==> src/rtl/mult4_dot_accum.sv <==
`default_nettype none
// ============================================================================
//  Module      : mult4_dot_accum
//  Description : Streaming dot-product stage around an external 4x4 unsigned
//                array multiplier. Operand pairs arrive over a valid/ready
//                handshake, are registered and presented to the multiplier.
//                Each product is registered and VEC_LEN consecutive products
//                are summed into one result, offered on a valid/ready port.
//                ACC_W must be at least 8 + clog2(VEC_LEN) so that a full
//                vector of maximum products cannot wrap.
//  Revision    : 1.0 - initial release
// ============================================================================
module mult4_dot_accum #(
    parameter int VEC_LEN = 4,
    parameter int ACC_W   = 12
) (
    input  logic             clk,
    input  logic             rst_n,
    input  logic             flush,
    input  logic             in_valid,
    output logic             in_ready,
    input  logic [3:0]       in_x,
    input  logic [3:0]       in_y,
    output logic [3:0]       mul_x,
    output logic [3:0]       mul_y,
    input  logic [7:0]       mul_p,
    output logic             out_valid,
    input  logic             out_ready,
    output logic [ACC_W-1:0] out_sum
);

    // Element counter needs at least one bit even when VEC_LEN is 1.
    localparam int                c_cnt_w    = (VEC_LEN > 1) ? $clog2(VEC_LEN) : 1;
    localparam logic [c_cnt_w-1:0] c_last_idx = c_cnt_w'(VEC_LEN - 1);

    // S1 operand stage
    logic [3:0]         r_op_x;
    logic [3:0]         r_op_y;
    logic               r_op_v;
    logic               r_op_last;
    logic [c_cnt_w-1:0] r_cnt;

    // S2 product stage
    logic [7:0]         r_prod;
    logic               r_prod_v;
    logic               r_prod_last;

    // S3 accumulator and output register
    logic [ACC_W-1:0]   r_acc;
    logic [ACC_W-1:0]   r_out_sum;
    logic               r_out_valid;

    logic               w_stall;
    logic               w_accept;
    logic               w_cnt_last;
    logic               w_complete;
    logic [ACC_W-1:0]   w_sum;

    // A held result freezes the whole pipeline; flush also refuses input so
    // that abort always wins over a new pair.
    assign w_stall    = r_out_valid && !out_ready;
    assign in_ready   = !w_stall && !flush;
    assign w_accept   = in_valid && in_ready;
    assign w_cnt_last = (r_cnt == c_last_idx);
    assign w_sum      = r_acc + ACC_W'(r_prod);
    // A vector completes only when the pipeline advances and is not aborted.
    assign w_complete = !w_stall && !flush && r_prod_v && r_prod_last;

    assign mul_x     = r_op_x;
    assign mul_y     = r_op_y;
    assign out_valid = r_out_valid;
    assign out_sum   = r_out_sum;

    // S1: capture accepted operand pair, tag the last element, step the counter
    always_ff @(posedge clk or negedge rst_n) begin
        if (!rst_n) begin
            r_op_x    <= 4'd0;
            r_op_y    <= 4'd0;
            r_op_v    <= 1'b0;
            r_op_last <= 1'b0;
            r_cnt     <= '0;
        end else if (flush) begin
            r_op_v    <= 1'b0;
            r_cnt     <= '0;
        end else if (!w_stall) begin
            r_op_v <= w_accept;
            if (w_accept) begin
                r_op_x    <= in_x;
                r_op_y    <= in_y;
                r_op_last <= w_cnt_last;
                r_cnt     <= w_cnt_last ? '0 : r_cnt + c_cnt_w'(1);
            end
        end
    end

    // S2: register the multiplier product alongside its valid/last tags
    always_ff @(posedge clk or negedge rst_n) begin
        if (!rst_n) begin
            r_prod      <= 8'd0;
            r_prod_v    <= 1'b0;
            r_prod_last <= 1'b0;
        end else if (flush) begin
            r_prod_v    <= 1'b0;
        end else if (!w_stall) begin
            r_prod      <= mul_p;
            r_prod_v    <= r_op_v;
            r_prod_last <= r_op_last;
        end
    end

    // S3: running sum; restarts from zero once the last product is folded in
    always_ff @(posedge clk or negedge rst_n) begin
        if (!rst_n) begin
            r_acc <= '0;
        end else if (flush) begin
            r_acc <= '0;
        end else if (!w_stall && r_prod_v) begin
            r_acc <= r_prod_last ? '0 : w_sum;
        end
    end

    // Output register: load a completed sum, otherwise drop valid on handoff
    always_ff @(posedge clk or negedge rst_n) begin
        if (!rst_n) begin
            r_out_sum   <= '0;
            r_out_valid <= 1'b0;
        end else if (w_complete) begin
            r_out_sum   <= w_sum;
            r_out_valid <= 1'b1;
        end else if (r_out_valid && out_ready) begin
            r_out_valid <= 1'b0;
        end
    end

endmodule
`default_nettype wire

==> config.mk <==
export PLATFORM = sky130hd
export DESIGN_NAME = mult4_dot_accum
export DESIGN_NICKNAME = d
export VERILOG_FILES = /design/src/rtl/mult4_dot_accum.sv
export SDC_FILE = /design/constraint.sdc
export NUM_CORES = 1
export LEC_CHECK = 0
export ABC_AREA = 1
export CAP_MARGIN = 0
export CORE_ASPECT_RATIO = 1.4
export CORE_MARGIN = 2
export CORE_UTILIZATION = 40
export DETAILED_ROUTE_END_ITERATION = 16
export DONT_BUFFER_PORTS = 1
export GPL_TIMING_DRIVEN = 0
export MAX_ROUTING_LAYER = met4
export PLACE_DENSITY = 0.6
export SLEW_MARGIN = 20
export SYNTH_ARGS = -nofsm -noshare
export SYNTH_HDL_FRONTEND = slang
export SYNTH_SLANG_ARGS = --single-unit
==> constraint.sdc <==
create_clock -name clk -period 1.9 [get_ports clk]
set_input_delay 0.38 -clock clk [delete_from_list [all_inputs] [get_ports clk]]
set_output_delay 0.38 -clock clk [all_outputs]
set_load 0.01 [all_outputs]
==> results of run 1 <==
critical path, stage by stage, from the launching register on:
cell and delay [ns]:
dfrtp_1 0.41, ha_2 0.22, inv_2 0.06, fa_2 0.20
inv_1 0.05, nand3_1 0.07, nand3_2 0.11, nand2_1 0.08
nand2_1 0.05, or2_2 0.30, nand3_2 0.08, nand2_1 0.05
metrics by stage:
step | std cells | TNS [ns] | setup WS, ns
3_3_place_gp | 344 | 0 | 0.0194
5_1_grt | 356 | -0.0142 | -0.0100
6_report | 356 | 0 | 0.107
3_5_place_dp | 344 | 0 | 0.0368
4_1_cts | 354 | 0 | 0.00677
2_1_floorplan | 274 | 0 | 0.261
worst min-delay path by stage:
stage | endpoint | slack (ns)
final | out_valid$_DFFE_PN0P_ | 0.17
after global routing | out_valid$_DFFE_PN0P_ | 0.17
after CTS | out_valid$_DFFE_PN0P_ | 0.16
after detailed placement | r_acc[7]$_DFFE_PN0P_ | 0.09
after global placement | r_acc[7]$_DFFE_PN0P_ | 0.09
after floorplan | mul_x[0]$_DFFE_PN0P_ | 0.08
repair_timing:
item	in CTS	in global routing
endpoints found under the hold margin	47	0
gates resized for setup	0	4
hold buffers	2	0
setup endpoints to repair	0	5
buffers inserted	0	2
area by class of cell:
class / count / area [um2]
buffer: 5 / 40.0
clock buffer: 7 / 86.3
clock inverter: 1 / 8.76
fill: 560 / 3180
inverter: 26 / 97.6
multi-input combinational: 196 / 1090
sequential: 47 / 1180
tap: 70 / 87.6
timing repair buffer: 4 / 52.6
cell usage in the layout, fill, tap and decap left out, types with 2 or more instances in the layout:
cell type,instances
nand2_1,108
dfrtp_1,47
inv_1,24
nand3_1,23
o21ai_0,12
nor2_1,9
ha_1,8
clkbuf_8,7
mux2_4,6
nand4_1,4
nand3_2,4
xnor2_1,3
mux2_2,3
inv_2,2
buf_2,2
xor2_1,2
buf_4,2
registers in the layout (all words and copies together), names as in the netlist:
signal       count
r_prod           8
r_acc           12
r_op_v           1
r_cnt            2
r_prod_v         1
mul_y            4
r_op_last        1
r_prod_last      1
out_sum         12
out_valid        1
mul_x            4
kinds of logic after synthesis:
group	after synthesis
and+or+nand+nor	153
adders and majority gates	10
DFF	47
muxes	9
AOI/OAI and AO/OA	19
xor gates and xnor gates	5
buffers and inverters	31
power by group through the flow:
stage	Clock (uW)	Combinational, uW	Sequential (uW)
floorplan	0	194	1160
detailed placement	0	240	1170
global route	686	313	1160
global placement	0	237	1170
CTS	658	270	1150
finish	633	270	1150
per-layer routing:
metal  up-vias  share of wire (%)  wire [um]  GRT usage, %
met4         0                2.5        121          7.84
met1       811                 43       2130          18.3
met2        46                 50       2470          29.1
met5         -                  0          0             -
met3        10                4.0        199          3.49
li1        900                  -          -             -
==> out/summary.md, run 1 <==
The logs give 41.2% for the starting density of the core and 33 for the number of core rows. The commonest cells after synthesis are nand2_1 (108), dfrtp_1 (47), inv_1 (25), nand3_1 (24), o21ai_0 (12). The logs give 2640 um2 for the final instance area and 1490 uW for the internal power summed over all cells. The leakage component of the power was 0.00143 uW. Clock tree synthesis inserted a total of 5 buffers. Dominant combinational cell family by area after synthesis: simple AND/OR/NAND/NOR gates. The final critical path takes up 94.4% of the cycle. The share of total power dissipated in sequential elements is 56.1%.

TritonCTS built the clock tree. The logs give 0 for the number of antenna violations at the first check in global routing and 31 for the count of cell types in the netlist. In the final routed layout, each cell accounts on average for 13.8 um. The run gives 0.30 ns as the clock latency on the worst-skew pair. Hold timing on the final database bottoms out at a slack of 0.169 ns.

The part of the power in the clock network is 30.8%, and the power density of the placed cells is 778 nW/um2. The tools report the global-route congestion overflow total as 0. Kind of critical path: flop to flop. The core region is 5820 um2. Measured on the finished design, the core utilization comes to 45.4%. The flow ran to the end, and the final reports show no timing, DRC or antenna violations. Routability-driven placement finished with a final weighted congestion of 0.869. Derived from the worst setup path, the maximum achievable clock frequency is 0.558 GHz.

In the final design database the tool counted 316 nets. The number of global-route vias before repair is 1849. Across the run, the number of max-cap violations was 0. The tree is rooted in a clkbuf_8.

The first detailed-routing pass took 4 iterations. 43 I/O pins were placed. Of the total synthesized cell area, the portion taken by full adders, half adders and majority gates is 5.54%.

The max-slew violation count came out at 0. Clock-pin slew was measured on the worst setup and hold paths at 0.08 ns. Once detailed placement completed, the half-perimeter wirelength came to 3670 um. The cell with the most instances after synthesis is nand2_1.

The worst setup path is captured at a flop. The number of synthesized register bits was 47; the worst setup slack for register-to-register paths was 0.11 ns. Cells with a size suffix above 1 make up 13.3% of the layout. In this run the number of H-tree levels came out at 2.

The maximum number of pins on one net before global-route repair was 48; the number of buffers on the longest clock path was 2. Synthesized area divided by synthesized cell count: 8.74 um2. The worst setup skew after layout came out at 0.00161 ns. Detailed routing inserted a total of 1767 vias. Measured along the y axis, the die boundary spans 95.6 um. In this run the power spent charging and discharging nets is 561 uW.

Relative to the synthesized area, the layout overhead comes to 10.2%. The run gives 98 as the iteration-0 DRC count of the detailed router. The logs give 2.10 ns for the endpoint required time on the critical path and 47 for the number of sinks handled by clock tree synthesis. The async set-reset flop share out of synthesis came out at 100%. After synthesis, the cell types taking the most area are dfrtp_1 (49%), nand2_1 (17%), nand3_1 (5.0%). The synthesized design contains 0 enable-type register cells. The overall fraction of global-route tracks in use was 16.7%. The net switching fraction of the power works out to 27.3%. Summed over its instances, the top area cell type makes up 49.1% of the synthesized netlist area. 0 antenna diodes ended up in the layout. The worst min-delay path class was input port to flop.

For the worst flop-to-flop path, the logic depth is 11. Number of instances on the worst hold path: 1. In this run the tightest slew margin relative to its limit is 80.3%. The final critical path time including I/O delays and setup came out at 1.79 ns.

Synthesis produced a netlist with a net count of 305. For the proportion of power drawn by combinational gates, the log shows 13.1%. Summing the areas of all compound-gate instances in the mapped netlist gives 4.65% of the synthesized area. The startpoint class of the critical path is a flop. Summing all placed instances gives a cell area of 2480 um2. In this run the critical register-to-register path is captured at out_sum[6]$_DFFE_PN0P_. The detail-routed via count per cell is 4.96. The startpoint identified for the worst hold timing path is out_ready.

Summed over all instances, the cell type with the most area after synthesis is dfrtp_1. The tools report the total count of hold-check failures in the final report as 0. The first global-routing pass estimated 8420 um of wire. The number of warnings printed during yosys synthesis came out at 0.

Setup violations remaining at the end of the flow were counted as 0. Post-synth design cell area: 2400 um2. The critical path starts at r_prod[0]$_DFFE_PN0P_. Across the VDD grid, the largest voltage drop is 435 uV.

The die covers 6630 um2. The post-route DRC violation count came out at 0. The XOR/XNOR share of the synthesized area came out at 1.83%.

The run gives 49.1% as the share of the yosys chip area belonging to registers. Following the worst setup path forward leads to its endpoint at out_sum[6]$_DFFE_PN0P_. The post-synthesis share of cell area spent on and, or, nand and nor gates is 28.0%.

The count of input and output buffers is 0. The transition at the pin with the smallest max-transition slack is 0.295 ns. The critical-path maximum fanout works out to 3.

In this run the remaining antenna-violating nets after routing total 0. The width of the die was 69.4 um. The most common flop cell mapped by yosys is dfrtp_1. Summed over all layers, the routed wires come to 4920 um. The multiplexer share of the synthesized area is 5.17%.

The startpoint of the lowest-slack register-to-register path is r_prod[0]$_DFFE_PN0P_. After technology mapping, the gate count stands at 274. The overall power after layout was 2060 uW. The data arrival at the endpoint of the critical path came out at 1.99 ns.
Power figures use the tool's default switching activity.
==> run 2: changes to the inputs <==
Settings changed: PLACE_DENSITY 0.6 to 0.56.
==> run 2 against run 1 <==
Utilization fell by 0.064 points. Global-route usage is 0.38 points higher. Clock-buffer cell count down 1. Wire length increased by 2.9%. Clock skew increased by 0.0070 ns. Critical path depth is 3 lower. Non-clock buffer count did not move. Hold slack gained 0.0022 ns. Maximum frequency is 1.2% higher. Design area decreased by 0.14%. Flip-flop and latch count unchanged.
==> out/summary.md, run 2 (synthesis gave the netlist of run 1 again) <==
The run gives 30.7% as the part of the power in the clock network. The clock latency on the worst-skew pair is 0.30 ns. The tools report the CTS H-tree depth as 2.

The count of pins on the block boundary came out at 43. The cell seen most often among critical-path stages was nand2_1. The number of buffers created by CTS was 5; the last weighted congestion value of the routability-driven placer was 0.869. On the worst path, the slowest cell contributes a delay of 0.42 ns. Registers are responsible for 56.0% of the overall power. The most critical setup path has its startpoint at r_acc[2]$_DFFE_PN0P_. Summing all placed instances gives a cell area of 2480 um2.

With fillers left out, the area of the finished cells amounts to 2640 um2. The fraction of layout cells with a size suffix above 1 is 13.3%. The run gives 0 as the max-slew violation count.

Transition at the pin with the smallest max-transition slack: 0.327 ns. At the end of the flow, the number of nets in the layout was 316. The root buffer cell chosen for the clock tree is clkbuf_8.

The global-route wire length before repair came out at 8650 um. Clock tree synthesis found a total of 47 sinks. In the routed layout, each cell is associated on average with a via count of 5.06.

The repair_antennas step left the layout with diodes totalling 0. Timing would allow up to 0.564 GHz. Grouping stages by cell kind, the critical path spends the most delay in simple AND/OR/NAND/NOR gates.

The startpoint class of the critical path was a flop. Combinational cells account for 13.3% of the total power. The overall fraction of global-route tracks in use is 17.1%. In this run the power density over the cells is 780 nW/um2.

The count of filler cells inserted in the layout came out at 579. The worst register-to-register path begins at r_acc[2]$_DFFE_PN0P_. At the worst endpoint, the arrival time is 2.02 ns. The internal power of the cells totals 1490 uW.

The via count was 1797; the worst ir drop on vdd was 489 uV. Before antenna repair, the detailed router went through 4 iterations. The worst pin sits at a relative slew slack of 78.0%.

The die covers 6630 um2. Entering global routing, the biggest net connects 48 pins. For the number of global-route vias before repair, the log shows 1912. The worst hold path begins at out_ready. The signal on the critical path passes through ha_1, nand2_1, nand3_2, nand2_1, nand2_1, xor2_1, nand2_1, nand2_1. The worst setup path is captured at a flop. Global routing finished with a remaining overflow of 0. In the final routed layout, each cell accounts on average for 14.2 um. After clock tree synthesis, the clock-pin slew on the worst setup and hold paths is 0.09 ns. Total length of routed wires: 5060 um. Once the floorplan was initialized, standard cells occupied 41.2% of the core. TritonCTS built the clock tree. Hold is met by 0.171 ns.

The slowest stage of the critical path is the dfrtp_1 cell. The number of buffers on the longest clock path was 2. The flow ran to the end, and the final reports show no timing, DRC or antenna violations.

Counting both buffers and inverters, the worst setup path holds a total of 0. The tools report the estimated wirelength of the detail-placed design as 3790 um. The antenna violation net count after detailed routing is 0, and the number of maximum-capacitance violations is 0. The die is 95.6 um tall.

Leaving out fill and tap cells, the most frequent cells in the layout are nand2_1 (108), dfrtp_1 (47), inv_1 (24). Buffers placed on the I/O ports in this run total 0. Kind of critical path: flop to flop. Setup violations remaining at the end of the flow were counted as 0. The analysis attributes to cell leakage a power of 0.00143 uW. Net switching is 27.6% of the power. The core region is 5820 um2. Total count of hold-check failures in the final report: 0. The worst path in the final design needs a cycle of 1.77 ns, including I/O delays and setup. The critical-path maximum fanout was 6.

Of the available clock period, the critical path in the final layout requires 93.3%. After the first detailed-routing iteration, the DRC count stood at 91. The library cell used most frequently in the layout, excluding fill and tap cells, is nand2_1.

Post-route DRC violation count: 0. The worst min-delay path class is input port to flop. The endpoint required time on the critical path is 2.14 ns, and the area added between synthesis and finish is 10.1%. The die is 69.4 um wide.

The number of core rows is 33. Clock skew on the completed layout was measured at 0.00865 ns. Summed over all nets, the switching power comes to 569 uW. Number of antenna violations at the first check in global routing: 0.
## run 2: cell count changes in the layout (fill, tap and decap cells not counted)
| cell | delta |
|---|---|
| clkbuf_1 | -1 |
| inv_6 | +1 |
| clkinv_4 | -1 |
## run 2: worst paths after layout
kind | to | slack, ns | cells after the start
min | out_valid$_DFFE_PN0P_ | 0.17 | 1
max in group asynchronous | r_prod[5]$_DFFE_PN0P_ | 1.09 | 2
min in group asynchronous | r_acc[6]$_DFFE_PN0P_ | 0.56 | 2
min reg2reg | r_acc[6]$_DFFE_PN0P_ | 0.50 | 2
max reg2reg | r_acc[5]$_DFFE_PN0P_ | 0.13 | 8
max | r_acc[5]$_DFFE_PN0P_ | 0.13 | 8
## run 2: what timing repair did
action                     4_1_cts  5_1_grt
setup buffers                    0        2
setup endpoints to repair        1        3
gates resized for setup          2        2
pin swaps                        0        1
hold buffers                     2        0
hold endpoints to repair        47        0
## run 2: through the flow
| stage | setup slack, ns | util, % | power (uW) | setup TNS [ns] | instances |
|---|---|---|---|---|---|
| after floorplan | 0.261 | - | 1350 | 0 | 274 |
| after global placement | 0.00902 | 42.7 | 1410 | 0 | 344 |
| after detailed placement | 0.0103 | 42.7 | 1420 | 0 | 344 |
| after CTS | 0.0353 | 45.0 | 2080 | 0 | 353 |
| after global routing | -0.0159 | 45.3 | 2170 | -0.0294 | 355 |
| final | 0.128 | 45.3 | 2060 | 0 | 355 |
## run 2: metal layers
| layer | part of all wire, % | track usage [%] | vias to the layer above |
|---|---|---|---|
| li1 | - | - | 895 |
| met1 | 40 | 17.3 | 841 |
| met2 | 52 | 31.1 | 46 |
| met3 | 4.4 | 3.59 | 15 |
| met4 | 3.6 | 8.82 | 0 |
| met5 | 0 | - | - |
## run 2: cell type report
| type | instances | area, um2 | area share [%] |
|---|---|---|---|
| Buffer | 5 | 40.0 | 1.52 |
| Clock buffer | 6 | 82.6 | 3.13 |
| Clock inverter | 1 | 8.76 | 0.332 |
| Inverter | 26 | 97.6 | 3.70 |
| Multi-Input combinational cell | 196 | 1090 | 41.4 |
| Sequential cell | 47 | 1180 | 44.6 |
| Tap cell | 70 | 87.6 | 3.32 |
| Timing Repair Buffer | 4 | 52.6 | 1.99 |
## run 2: power by group through the flow
| stage | registers (uW) | clock network, uW | logic [uW] |
|---|---|---|---|
| after global routing | 1160 | 692 | 312 |
| after global placement | 1170 | 0 | 241 |
| final | 1150 | 632 | 273 |
| after floorplan | 1160 | 0 | 194 |
| after CTS | 1160 | 655 | 274 |
| after detailed placement | 1170 | 0 | 243 |
